`config.mk`:
```
export PLATFORM = sky130hd
export DESIGN_NAME = stream_packet_fifo
export DESIGN_NICKNAME = d
export VERILOG_FILES = /design/src/rtl/stream_pkg.sv /design/src/rtl/stream_fifo_mem.sv /design/src/rtl/stream_packet_fifo.sv
export SDC_FILE = /design/constraint.sdc
export NUM_CORES = 1
export LEC_CHECK = 0
export ABC_AREA = 1
export ABC_CLOCK_PERIOD_IN_PS = 2500
export CAP_MARGIN = 20
export CORE_MARGIN = 5
export CORE_UTILIZATION = 40
export CTS_CLUSTER_SIZE = 25
export DETAILED_ROUTE_END_ITERATION = 6
export GPL_ROUTABILITY_DRIVEN = 1
export PLACE_DENSITY_LB_ADDON = 0.05
export SYNTH_ARGS = -nofsm -noshare
export SYNTH_HDL_FRONTEND = slang
export SYNTH_SLANG_ARGS = --single-unit
```
`constraint.sdc`:
```
create_clock -name clk -period 2.5 [get_ports clk]
set_input_delay 0.625 -clock clk [delete_from_list [all_inputs] [get_ports clk]]
set_output_delay 0.625 -clock clk [all_outputs]
set_load 0.01 [all_outputs]
```
`src/rtl/stream_pkg.sv`:
```
// Shared stream beat definitions used by the packet FIFO and the arbiter glue code.
// A beat is packed as {last, qos, data} with last in the MSB.
package stream_pkg;

  localparam int STREAM_DATA_W = 8;
  localparam int STREAM_QOS_W  = 4;
  localparam int STREAM_BEAT_W = STREAM_DATA_W + STREAM_QOS_W + 1;

  typedef struct packed {
    logic                     last;
    logic [STREAM_QOS_W-1:0]  qos;
    logic [STREAM_DATA_W-1:0] data;
  } stream_beat_t;

  function automatic logic [STREAM_BEAT_W-1:0] pack_beat(
    input logic                     last,
    input logic [STREAM_QOS_W-1:0]  qos,
    input logic [STREAM_DATA_W-1:0] data
  );
    return {last, qos, data};
  endfunction

  function automatic stream_beat_t unpack_beat(input logic [STREAM_BEAT_W-1:0] beat);
    return stream_beat_t'(beat);
  endfunction

endpackage

```
`src/rtl/stream_fifo_mem.sv`:
```
// Beat storage for the packet FIFO: synchronous write, asynchronous read, no reset.
// The contents are meaningful only where the owner's pointers say so.
module stream_fifo_mem
  import stream_pkg::*;
#(
  parameter int DEPTH = 16,
  parameter int W     = STREAM_BEAT_W,
  localparam int AW   = $clog2(DEPTH)
) (
  input  logic          clk,
  input  logic          we,
  input  logic [AW-1:0] waddr,
  input  logic [W-1:0]  wdata,
  input  logic [AW-1:0] raddr,
  output logic [W-1:0]  rdata
);

  logic [W-1:0] mem [DEPTH];

  always_ff @(posedge clk) begin
    if (we) mem[waddr] <= wdata;
  end

  assign rdata = mem[raddr];

endmodule

```
`src/rtl/stream_packet_fifo.sv`:
```
// Store-and-forward packet buffer: the head is only released once a whole packet is stored,
// except when one oversize packet fills the FIFO, which switches to cut-through until its last beat.
module stream_packet_fifo
  import stream_pkg::*;
#(
  parameter int T_DATA_WIDTH = STREAM_DATA_W,
  parameter int T_QOS__WIDTH = STREAM_QOS_W,
  parameter int DEPTH        = 16,
  localparam int AW          = $clog2(DEPTH),
  localparam int CW          = $clog2(DEPTH + 1)
) (
  input  logic                    clk,
  input  logic                    rst_n,
  input  logic [T_DATA_WIDTH-1:0] s_data_i,
  input  logic [T_QOS__WIDTH-1:0] s_qos_i,
  input  logic                    s_last_i,
  input  logic                    s_valid_i,
  output logic                    s_ready_o,
  output logic [T_DATA_WIDTH-1:0] m_data_o,
  output logic [T_QOS__WIDTH-1:0] m_qos_o,
  output logic                    m_last_o,
  output logic                    m_valid_o,
  input  logic                    m_ready_i,
  output logic [CW-1:0]           level_o,
  output logic [CW-1:0]           pkt_count_o,
  output logic                    forced_o
);

  localparam int            W         = T_DATA_WIDTH + T_QOS__WIDTH + 1;
  localparam logic [AW:0]   PTR_ONE   = (AW + 1)'(1);
  localparam logic [CW-1:0] CNT_ONE   = CW'(1);
  localparam logic [CW-1:0] CNT_DEPTH = CW'(DEPTH);

  logic [AW:0]   wr_ptr, rd_ptr;
  logic [CW-1:0] level, pkt_count;
  logic          forced;
  logic          empty, full, wr, rd, wr_last, rd_last;
  logic [W-1:0]  wr_beat, rd_beat;

  // Extra pointer MSB separates full from empty when the address bits match.
  assign empty   = (wr_ptr == rd_ptr);
  assign full    = (wr_ptr[AW] != rd_ptr[AW]) && (wr_ptr[AW-1:0] == rd_ptr[AW-1:0]);

  assign s_ready_o = !full;
  assign m_valid_o = !empty && ((pkt_count != '0) || forced);
  assign wr        = s_valid_i && s_ready_o;
  assign rd        = m_valid_o && m_ready_i;
  assign wr_last   = wr && s_last_i;
  assign rd_last   = rd && m_last_o;

  assign wr_beat = {s_last_i, s_qos_i, s_data_i};
  assign {m_last_o, m_qos_o, m_data_o} = rd_beat;

  assign level_o     = level;
  assign pkt_count_o = pkt_count;
  assign forced_o    = forced;

  stream_fifo_mem #(
    .DEPTH (DEPTH),
    .W     (W)
  ) u_mem (
    .clk   (clk),
    .we    (wr),
    .waddr (wr_ptr[AW-1:0]),
    .wdata (wr_beat),
    .raddr (rd_ptr[AW-1:0]),
    .rdata (rd_beat)
  );

  always_ff @(posedge clk or negedge rst_n) begin
    if (!rst_n) begin
      wr_ptr <= '0;
      rd_ptr <= '0;
    end else begin
      if (wr) wr_ptr <= wr_ptr + PTR_ONE;
      if (rd) rd_ptr <= rd_ptr + PTR_ONE;
    end
  end

  always_ff @(posedge clk or negedge rst_n) begin
    if (!rst_n) begin
      level     <= '0;
      pkt_count <= '0;
    end else begin
      if (wr && !rd)      level <= level + CNT_ONE;
      else if (rd && !wr) level <= level - CNT_ONE;
      if (wr_last && !rd_last)      pkt_count <= pkt_count + CNT_ONE;
      else if (rd_last && !wr_last) pkt_count <= pkt_count - CNT_ONE;
    end
  end

  // A full FIFO with no complete packet can never release on its own, so cut through.
  always_ff @(posedge clk or negedge rst_n) begin
    if (!rst_n)                          forced <= 1'b0;
    else if (rd_last)                    forced <= 1'b0;
    else if (full && pkt_count == '0)    forced <= 1'b1;
  end

  a_pkt_le_level: assert property (@(posedge clk) disable iff (!rst_n) pkt_count <= level);
  a_level_ptrs:   assert property (@(posedge clk) disable iff (!rst_n) level == CW'(wr_ptr - rd_ptr));
  a_level_ovf:    assert property (@(posedge clk) disable iff (!rst_n) !(wr && !rd && level == CNT_DEPTH));
  a_level_unf:    assert property (@(posedge clk) disable iff (!rst_n) !(rd && !wr && level == '0));
  a_pkt_ovf:      assert property (@(posedge clk) disable iff (!rst_n)
                                   !(wr_last && !rd_last && pkt_count == CNT_DEPTH));
  a_pkt_unf:      assert property (@(posedge clk) disable iff (!rst_n)
                                   !(rd_last && !wr_last && pkt_count == '0));

endmodule

```
Word level (Yosys, flattened, before mapping)
Memories as Yosys holds them, arrays and structs flattened.
Cells that the tools add are included.
{ "classes": {"addsub": 6, "eq_ne": 3, "mux": 8, "n_reduce_logical": 23} }
{ "op_table": {"columns": ["cell", "n"], "rows": [
  ["5-bit by 1-bit adder with 5-bit output (second input constant)", 4],
  ["5-bit 2-to-1 mux", 4],
  ["1-bit logical AND", 11],
  ["5-bit by 1-bit subtractor with 5-bit output (second input constant)", 2],
  ["1-bit zero test", 6],
  ["2-bit nonzero test", 3],
  ["5-bit equality test", 1],
  ["5-bit zero test", 1],
  ["5-bit nonzero test", 1],
  ["4-bit equality test", 1],
  ["1-bit 2-to-1 mux", 4],
  ["1-bit logical OR", 1],
  ["1-bit inequality test", 1]
]} }
{ "word_totals": {"ff_bits": 21, "ram_bits": 208, "in_bits": 17, "output_inout_bits": 26, "memories": 1} }
{ "memory_table": {"columns": ["name", "depth", "word_bits", "read_ports", "rd_ports_with_merged_regs", "write_ports", "line", "source"], "rows": [
  ["u_mem.mem", 16, 13, 1, 0, 1, "stream_fifo_mem.sv:18", "logic [W-1:0] mem [DEPTH];"]
]} }

Depth between registers and ports, before layout
{ "logic_depth": {"ltp_word": 9, "depth_mapped": 21, "ltp_nobuf": 19} }

Cells and area by module
From an unflattened synthesis, not the netlist that was laid out.
{ "hier_totals": {"cells_unflattened": 1036, "hier_area_um2": 10435.0} }
{ "by_module_without_submodules": {"columns": ["module", "n_inst", "cells_per_inst", "area_each_um2", "seq_area_each_um2"], "rows": [
  ["stream_fifo_mem", 1, 865, 9012.4, 6246.0],
  ["stream_packet_fifo", 1, 171, 1422.6, 525.5]
]} }

Worst setup path before layout
No wires, ideal clock.
{ "synth_path": {"path_type": "reg-to-reg", "from": "register rd_ptr[0]", "to": "register pkt_count[4], in the netlist pkt_count_o[4]", "setup_ps": 117, "arrival_time_ps": 2241, "slack_ps": 143, "path_stages_with_launch": 22, "path_buffers": 2, "period_less_slack_ps": 2357, "cell_sequence": "dfrtp_1 -> buf_6 -> inv_4 -> buf_6 -> nand2_1 -> nand3_1 -> nand2_1 -> nand2_1 -> nand2_1 -> inv_1 -> nand2_1 -> nor2_1 -> inv_1 -> ha_1 -> fa_1 -> inv_1 -> a21oi_1 -> nor2_1 -> nor2_1 -> xor2_1 -> nand2_1 -> nand2_1"} }
{ "synth_via": {"elab_chain_len": 8, "elab_cells_between_ends": 17} }
{ "synth_lines": {"columns": ["item", "line", "source"], "rows": [
  ["start: declaration", "stream_packet_fifo.sv:34", "logic [AW:0] wr_ptr, rd_ptr;"],
  ["start signal: assignment", "stream_packet_fifo.sv:76", "if (rd) rd_ptr <= rd_ptr + PTR_ONE;"],
  ["parallel branches: the longest is 8 deep, another holds memory 16 x 13 bit", null, null],
  ["end signal: assignment", "stream_packet_fifo.sv:87", "if (wr_last && !rd_last) pkt_count <= pkt_count + CNT_ONE;"],
  ["end signal: assignment", "stream_packet_fifo.sv:88", "else if (rd_last && !wr_last) pkt_count <= pkt_count - CNT_ONE;"],
  ["end: declaration", "stream_packet_fifo.sv:35", "logic [CW-1:0] level, pkt_count;"]
]} }
Parallel ways; which one is timed is not known.
A chain may end at the register's enable or synchronous reset.

Worst setup path after layout
{ "layout_path": {"from": "register rd_ptr[0]", "to": "output m_qos_o[2]"} }
{ "layout_via": {"elab_chain_len": 1} }
{ "layout_lines": {"columns": ["item", "line", "source"], "rows": [
  ["memory 16 x 13 bit", null, null],
  ["end: declaration", "stream_packet_fifo.sv:20", "output logic [T_QOS__WIDTH-1:0] m_qos_o,"]
]} }
Every way passes these cells.

==> metrics.txt <==
Gate power share a little under half; final count of pins violating max slew 0; wire length on met3 ~1.1 mm; Vias between 6k and 7k; count of flip-flops with a built-in enable after synthesis about 210; data required time of the critical path 1880 ps; pin count of the biggest net entering global routing 21; net switching fraction of the power 36.35%; leading cell types by count after synthesis edfxtp_1 (208), nor2_1 (151), nand2_1 (94), o21ai_0 (86), nand3_1 (38); wire length of the first global-routing pass 39.24 mm; top achievable clock speed 361.8 MHz; CP Launch Type flip-flop; number of max-cap violations 0; path type of the worst min-delay path input port to async pin; number of hold-slack violations in the final timing report 0; Die Ht 165.7 um; setup slack after layout -264.3 ps; actual transition at the worst max-transition pin 739.7 ps; TNS Setup -3336 ps; Highest Signal Layer met4; worst clock skew on the final layout 13.74 ps; most used standard cell by instance count after synthesis edfxtp_1; arrival time at the worst endpoint around 2100 ps; Synth area leaders edfxtp_1 (64%), nor2_1 (5.8%), dfrtp_1 (5.4%), o21ai_0 (4.4%), nand2_1 (3.6%); flip-flop cell with the highest count after synthesis edfxtp_1; cell with the largest stage delay on the worst path dfrtp_4; total instance count after detailed placement 1191; gate family responsible for the most delay along the worst path flip-flops; global route overflow 0; starting density of the core 40.22%; static leakage around 4.6 nW; met2 wire len 12.48 mm; Total Routed Length 25.43 mm; half-perimeter wire length after detailed placement 15.36 mm; Area growth, synth to finish 31.66%; flip-flop and latch count after synthesis 229; critical path fanouts, max 7; net switching power figure 5.756 mW; Setup Crit Path Kind flip-flop to output port; antenna violations before repair 0; highest cell delay on the worst timing path between 500 and 600 ps; # H-tree levels 1; share of post-route cells with drive strength above 1 ~27%; fraction of post-synthesis cell area in the top cell type by area 64.42%; chip width 165.7 um; hold buffer count at CTS 0; detailed-routing iteration count for the pre-antenna-repair pass 5; post-synthesis async set-or-reset flop share under 10%; number of warnings issued by yosys 0; clock slew at reported path FFs around 60 ps; PortBufs 42; Core ar. ~0.024 sq mm; Top Ports 43; Max Root-Sink Buffers 3; post-synthesis area per instance 12.24 sq um; minimum clock period after layout 2764 ps; Clk network pwr share 21.4%; clk sink count 229; TritonCTS Buffers 25; sequential share of power 31.3%; internal power consumption between 10 and 15 mW; max-slew headroom at the worst pin 50.53%; non-filler cells in the finished layout 1264; post-DR wirelength/cell about 20 um; unique cell type count in the Yosys netlist 36; clock root cell clkbuf_16; final routed DRC violation total 0; Critical Path Sink Type output port; ANT nets after route 0; overall track demand over capacity in global routing 18.21%; Final Wtd Congestion 0.7769; Core Rows 57; Via-to-Cell Ratio 5.138; Peak VDD IR 0.0007077 V; final setup violating endpoints 19; CTS tree done; netlist area before placement about 0.0097 sq mm; number of nets in the finished design 953; Skew-Pair Late Insertion Delay 520 ps; RSZ-0062 raised after global routing yes; post-synth net total 824; largest area contributor in the synthesized netlist edfxtp_1; sequential area share after synthesis 69.84%; run status complete, but fails checks; Power per Cell Area approximately 1200 mW/mm^2; Post-Syn Instances 792; period utilisation layout 110.6%; failing checks negative setup slack; sum of buffers and inverters on the critical path 4; die outline area 0.02745 sq mm; Initial DRC Count 433; post-layout power 15.84 mW; vias in the first global route 6653; Routed met1 length between 10 and 15 mm; sequence of cells on the critical path buf_6 -> clkinv_8 -> buf_12 -> nor2_2 -> o211ai_1 -> nand3_2 -> nand3_2 -> buf_6
[metal layers]
metal	up-vias	GRT usage (%)
met5	-	0
met4	0	4.053
met3	37	2.860
met2	141	30.40
met1	3233	25.41
li1	3084	-
[worst register-to-register path, cell delays in order, from the launching register on]
cell and delay, ps:
dfrtp_4 560, buf_6 180, nand2_1 60, nand2_1 80, nor2_4 120, nand3_2 120
nand3_4 100, buf_8 140, ha_4 160, inv_1 80, fa_2 360, a21oi_1 140
nor2_1 50, nor2_1 110, xor2_1 160, nand2_1 60, nand2_1 50
[logic make-up (layout without fill, tap and decap cells)]
| group | Yosys count | count (layout) | synth area share, % |
|---|---|---|---|
| AOI/OAI and AO/OA | 162 | 162 | 9.446 |
| adders and majority gates | 15 | 15 | 2.091 |
| xor gates and xnor gates | 14 | 14 | 1.342 |
| other | 0 | 1 | 0 |
| and+or+nand+nor | 300 | 300 | 13.23 |
| buffers and inverters | 72 | 219 | 4.052 |
| DFF | 229 | 229 | 69.84 |
[power by group through the flow]
stage / clock (mW) / combinational, mW / sequential, mW
2_1_floorplan: 0 / 3.41 / 4.97
3_3_place_gp: 0 / 5.84 / 4.98
3_5_place_dp: 0 / 5.91 / 4.99
4_1_cts: 3.46 / 7.11 / 4.95
5_1_grt: 3.64 / 8.15 / 5.01
6_report: 3.38 / 7.49 / 4.96
[metrics by stage]
step	utilization [%]	hold WS [ps]	area, sq um	setup WS (ps)
5_1_grt	52.94	577.2	12760	-348.6
3_5_place_dp	45.95	523.5	11080	-262.9
4_1_cts	51.69	541.2	12460	-313.4
6_report	52.95	537.0	12760	-264.3
3_3_place_gp	45.95	512.4	11080	-215.2
2_1_floorplan	-	329.4	9696	142.6
[repair_timing]
item                       4_1_cts  5_1_grt
resized for setup              162       80
buffers inserted                15        2
gates cloned                     9        2
setup endpoints to repair       20       20
pin swaps                       43       60
[cell usage in the layout, fill, tap and decap left out, types with 24 or more instances in the layout]
master and instances:
edfxtp_1 208, nor2_1 122, nand2_1 92, buf_4 53
o21ai_0 45, o21ai_1 44, clkbuf_16 27, clkdlybuf4s50_1 27
buf_12 25, o211ai_1 24
[path summary, 6_finish.rpt]
path	start	endpoint	slack, ps	cells past startpoint
min reg2reg	level_o[2]	level_o[2]	540	2
max	rd_ptr[0]	m_qos_o[2]	-260	8
min in group clk	level_o[2]	level_o[2]	540	2
min	rst_n	pkt_count_o[4]	540	1
max in group asynchronous	rst_n	level_o[4]	1400	2
max reg2reg	rd_ptr[0]	level_o[4]	-100	16
[state kept, by name, summed over array words and instances, names as in the netlist]
register     flops
u_mem.mem      208
rd_ptr           5
forced_o         1
wr_ptr           5
level_o          5
pkt_count_o      5
[layout make-up]
class	instances	area, sq um
diodes	1	2.502
clock buffers	32	651.9
clock inverters	13	95.09
fillers	2086	11340
inverters	29	128.9
multi-input cells	491	2957
flip-flops and latches	229	6778
well taps	324	405.4
repair buffers	144	1730
repair inverters	1	16.27
Power figures use the tool's default switching activity.
==> patch 1, RTL diff (config.mk and constraints unchanged) <==
Make the reset (`rst_n`) synchronous in 3 clocked blocks. Comments in the files are not updated.
--- a/src/rtl/stream_packet_fifo.sv
+++ b/src/rtl/stream_packet_fifo.sv
@@ -67,7 +67,7 @@
     .rdata (rd_beat)
   );
 
-  always_ff @(posedge clk or negedge rst_n) begin
+  always_ff @(posedge clk) begin
     if (!rst_n) begin
       wr_ptr <= '0;
       rd_ptr <= '0;
@@ -77,7 +77,7 @@
     end
   end
 
-  always_ff @(posedge clk or negedge rst_n) begin
+  always_ff @(posedge clk) begin
     if (!rst_n) begin
       level     <= '0;
       pkt_count <= '0;
@@ -90,7 +90,7 @@
   end
 
   // A full FIFO with no complete packet can never release on its own, so cut through.
-  always_ff @(posedge clk or negedge rst_n) begin
+  always_ff @(posedge clk) begin
     if (!rst_n)                          forced <= 1'b0;
     else if (rd_last)                    forced <= 1'b0;
     else if (full && pkt_count == '0)    forced <= 1'b1;
Behaviour: differs if rst_n is asserted again (counterexample within 4 cycles, from zero or initial values and one cycle with rst_n low); with rst_n held inactive, the same outputs for 4 cycles.
==> patch 1 against the original RTL <==
- the run still ends with setup timing left
- sequential share of layout area is 0.89 points lower
- setup slack improved by 68 ps
- area after synthesis up 0.44%
- critical path type unchanged
- core utilization grew 0.64 points
- design area is 1.5% higher
- critical endpoint is now m_qos_o[1]
- global-route usage shrank 0.49 points
- wire length decreased by 1.4%
- sequential cell count increased by 4
- clock skew shrank 5.3 ps
- via count up 2.1%
Power is not compared: it rests on default switching activity, and its combinational part moved more than twofold at a synthesized area within 25%.
==> patch 1: results (changes against the original RTL) <==
----------------------------------------------------
[Worst setup path]
  Crit-path max cell delay ... 450 ps (-110 ps)
  Crit-path slowest cell ... sky130_fd_sc_hd__dfxtp_4
  Worst setup path end ... m_qos_o[1]
  End of the worst register-to-register path ... pkt_count_o[4]
  Max Fanout on Critical Path ... 8 (+1)

[STA]
  Max Clock Skew ... 8.460 ps (-5.276 ps)
  Slack of the critical path ... -196.1 ps (+68.21 ps)
  # setup viols final ... 14 (-5)

[GRT]
  Wire length of the first global-routing pass ... 39050 um (-0.49%)
  Met1 demand-to-capacity share in global routing ... 25.31% (-0.10 points)
  Vias in the first global route ... 6776 (+1.8%)
  Largest net degree at the start of global routing ... 50 (+140%)
  Routing usage on met3 ... 2.261% (-0.60 points)
  Global Route Usage Sum ... 17.72% (-0.49 points)

[Logic synthesis]
  Ys async rst share ... 0% (-9.2 points)
  Adder-cell share of the synthesized area ... 2.081% (-0.0091 points)
  Post-synthesis xor/xnor area fraction ... 1.516% (+0.17 points)
  Post-synthesis register bit count ... 233 (+1.7%)
  Synth Area in Compound Gates ... 11.33% (+1.9 points)

[Route]
  Sum of routed wire segments on met1 ... 11710 um (+3.3%)
  Number of vias per cell ... 5.173 (+0.68%)
  Total length of routed met2 wires ... 11930 um (-4.4%)
  Amount of wire on met3 after detailed routing ... 960 um (-10%)

[Status]
  Outcome ... finished with violations
  Failing checks ... setup timing

[Cells and area]
  Clock buf count ... 27 (-16%)
  Fraction of final layout cells sized beyond drive strength 1 ... 29.23% (+2.1 points)
  Number of antenna cells inserted ... 0 (-1)
  Fraction of area in registers ... 52.21% (-0.89 points)
  Fillers ... 2015 (-3.4%)
  Number of non-clock inverters ... 36 (+20%)
  Layout multi-input combinational cell count ... 485 (-1.2%)
  Signal buffers share of area ... 13.08% (-0.48 points)

[Placement]
  Number of placed instances with taps included ... 1207 (+1.3%)

[Clock tree]
  Number of buffers inserted during clock tree synthesis ... 26 (+4.0%)

----------------------------------------------------
-- patch 1: cell count changes after synthesis, sizes merged, moves of 10 or more --
cell | before | now
o22ai | 24 | 11
a21oi | 4 | 17
dfxtp | 0 | 25
dfrtp | 21 | 0
o221ai | 0 | 14
o211ai | 24 | 34
nand2 | 103 | 74
-- patch 1: repair_timing --
action / CTS / global route
setup buffers: 15 / 5
gates resized for setup: 151 / 61
setup endpoints to repair: 17 / 20
pin swaps: 38 / 37
gates cloned: 8 / 2
-- patch 1: per-stage QoR --
step / power (mW) / setup TNS, ps / instance area, sq um / util, % / worst slack, ps
after floorplan: 5.858 / 0 / 9738 / - / 119.6
after global placement: 6.874 / -926.5 / 11160 / 46.17 / -217.8
after CTS: 11.67 / -2392 / 12730 / 52.66 / -230.3
after global routing: 12.30 / -3327 / 12960 / 53.59 / -287.8
final: 11.76 / -2035 / 12960 / 53.59 / -196.1
after detailed placement: 6.919 / -1275 / 11160 / 46.17 / -320.7
==> patch 2, RTL diff (config.mk and constraints unchanged) <==
Made on the original files. `DEPTH` is set to 16 in 2 places; all go to 32.
--- a/src/rtl/stream_fifo_mem.sv
+++ b/src/rtl/stream_fifo_mem.sv
@@ -3,7 +3,7 @@
 module stream_fifo_mem
   import stream_pkg::*;
 #(
-  parameter int DEPTH = 16,
+  parameter int DEPTH = 32,
   parameter int W     = STREAM_BEAT_W,
   localparam int AW   = $clog2(DEPTH)
 ) (
--- a/src/rtl/stream_packet_fifo.sv
+++ b/src/rtl/stream_packet_fifo.sv
@@ -5,7 +5,7 @@
 #(
   parameter int T_DATA_WIDTH = STREAM_DATA_W,
   parameter int T_QOS__WIDTH = STREAM_QOS_W,
-  parameter int DEPTH        = 16,
+  parameter int DEPTH        = 32,
   localparam int AW          = $clog2(DEPTH),
   localparam int CW          = $clog2(DEPTH + 1)
 ) (
Ports: changed (resized level_o and pkt_count_o); port bits go from 43 to 45. The function was not compared with the original's and may differ.
==> patch 2 against the original RTL <==
- the run still ends with setup timing left
- wire length is 120% higher
- setup slack got worse by 380 ps
- die area increased by 83%
- critical path type unchanged
- sequential cell count grew 212
- design area rose by 100%
- area after synthesis is 89% higher
- cell count is 94% higher
- worst hold slack got worse by 110 ps
- total power is 100% higher
- global-route usage is 3.9 points higher
- via count rose by 100%
==> patch 2: results (changes against the original RTL) <==
----------------------------------------------------
[Power]
  Combinational cell fraction of total power ... 49.7% (+2.4 points)
  Largest vdd supply drop ... 0.6092 mV (-14%)
  Comb power ... 16.0 mW (+110%)
  Net Switching ... 12.13 mW (+110%)
  Clock network power ... 7.16 mW (+110%)

[Route]
  Drt initial violations ... 1033 (+140%)
  Count of vias placed by the detailed router ... 13111 (+100%)
  Wire length reported by the detailed router ... 57070 um (+120%)

[Cells and area]
  Multi-input combinational cell area ... 5992 sq um (+100%)
  Final cell count without fillers ... 2447 (+94%)
  Sequential cell count ... 441 (+93%)
  Clock buf count ... 57 (+78%)
  Repair and plain buffers ... 333 (+130%)
  Number of non-clock inverters ... 34 (+13%)
  Fillers ... 3771 (+81%)
  Fraction of final layout cells sized beyond drive strength 1 ... 34.81% (+7.7 points)

[Placement]
  Number of placed instances with taps included ... 2257 (+90%)
  Detailed-placement wirelength estimate ... 31910 um (+110%)
  RD Place Congestion ... 0.8532 (+9.8%)
  # port buffers ... 44 (+4.8%)
  Post-place instance area ... 21120 sq um (+91%)

[Logic synthesis]
  Number of synthesized flops with an enable pin ... 416 (+100%)
  Proportion of synthesized chip area in sequential cells ... 71.53% (+1.7 points)
  Synth top area cells ... sky130_fd_sc_hd__edfxtp_1 68%, sky130_fd_sc_hd__nor2_1 6.6%, sky130_fd_sc_hd__o21ai_0 5.5%
  Synthesized net count ... 1554 (+89%)

[Worst setup path]
  Worst setup path end ... m_last_o
  Crit-path max cell delay ... 580 ps (+20 ps)
  Worst R2R Path Depth ... 22 (+6)
  Top cell family by delay on the critical path ... buffers and inverters

[STA]
  Slack of the critical path ... -647.2 ps (-382.9 ps)
  Hold Worst Slack ... 429.6 ps (-107.4 ps)
  Accumulated negative setup slack ... -111930 ps (-108590 ps)
  Relative slew slack ... 58.34% (+7.8 points)
  Max Clock Skew ... 18.65 ps (+4.915 ps)
  # setup viols final ... 442 (+423)

[GRT]
  Wire length of the first global-routing pass ... 82790 um (+110%)

[Status]
  Failing checks ... setup timing
  Outcome ... finished with violations

[Clock tree]
  H-tree level count ... 2 (+1)
  Number of buffers inserted during clock tree synthesis ... 48 (+92%)
  Clk Latency, worst-skew pair ... 590 ps (+70 ps)

----------------------------------------------------
-- patch 2: logic make-up (layout without fill, tap and decap cells) --
group           after synthesis  in the layout  synth area share [%]
compound gates              322            322                 9.491
xor+xnor                     19             19                0.9075
fa+ha+maj                    17             17                 1.242
buf+inv                     128            455                 3.732
flops                       441            441                 71.53
simple gates                593            593                 13.09
-- patch 2: what timing repair did --
action                                 in CTS  in global routing
hold buffers                                0                  0
setup endpoints to repair                 441                445
pin swaps                                  95                148
gates resized for setup                   367                264
buffers inserted                           65                 27
endpoints found under the hold margin       0                  0
gates cloned                               30                  9
-- patch 2: per-layer routing --
metal / up-vias / wire length, um / share of wire, % / global-route usage (%)
met1: 6579 / 24680 / 43 / 31.04
li1: 6063 / - / - / -
met4: 0 / 1399 / 2.5 / 6.937
met3: 84 / 3272 / 5.7 / 3.289
met5: - / 0 / 0 / 0
met2: 385 / 27710 / 49 / 35.99
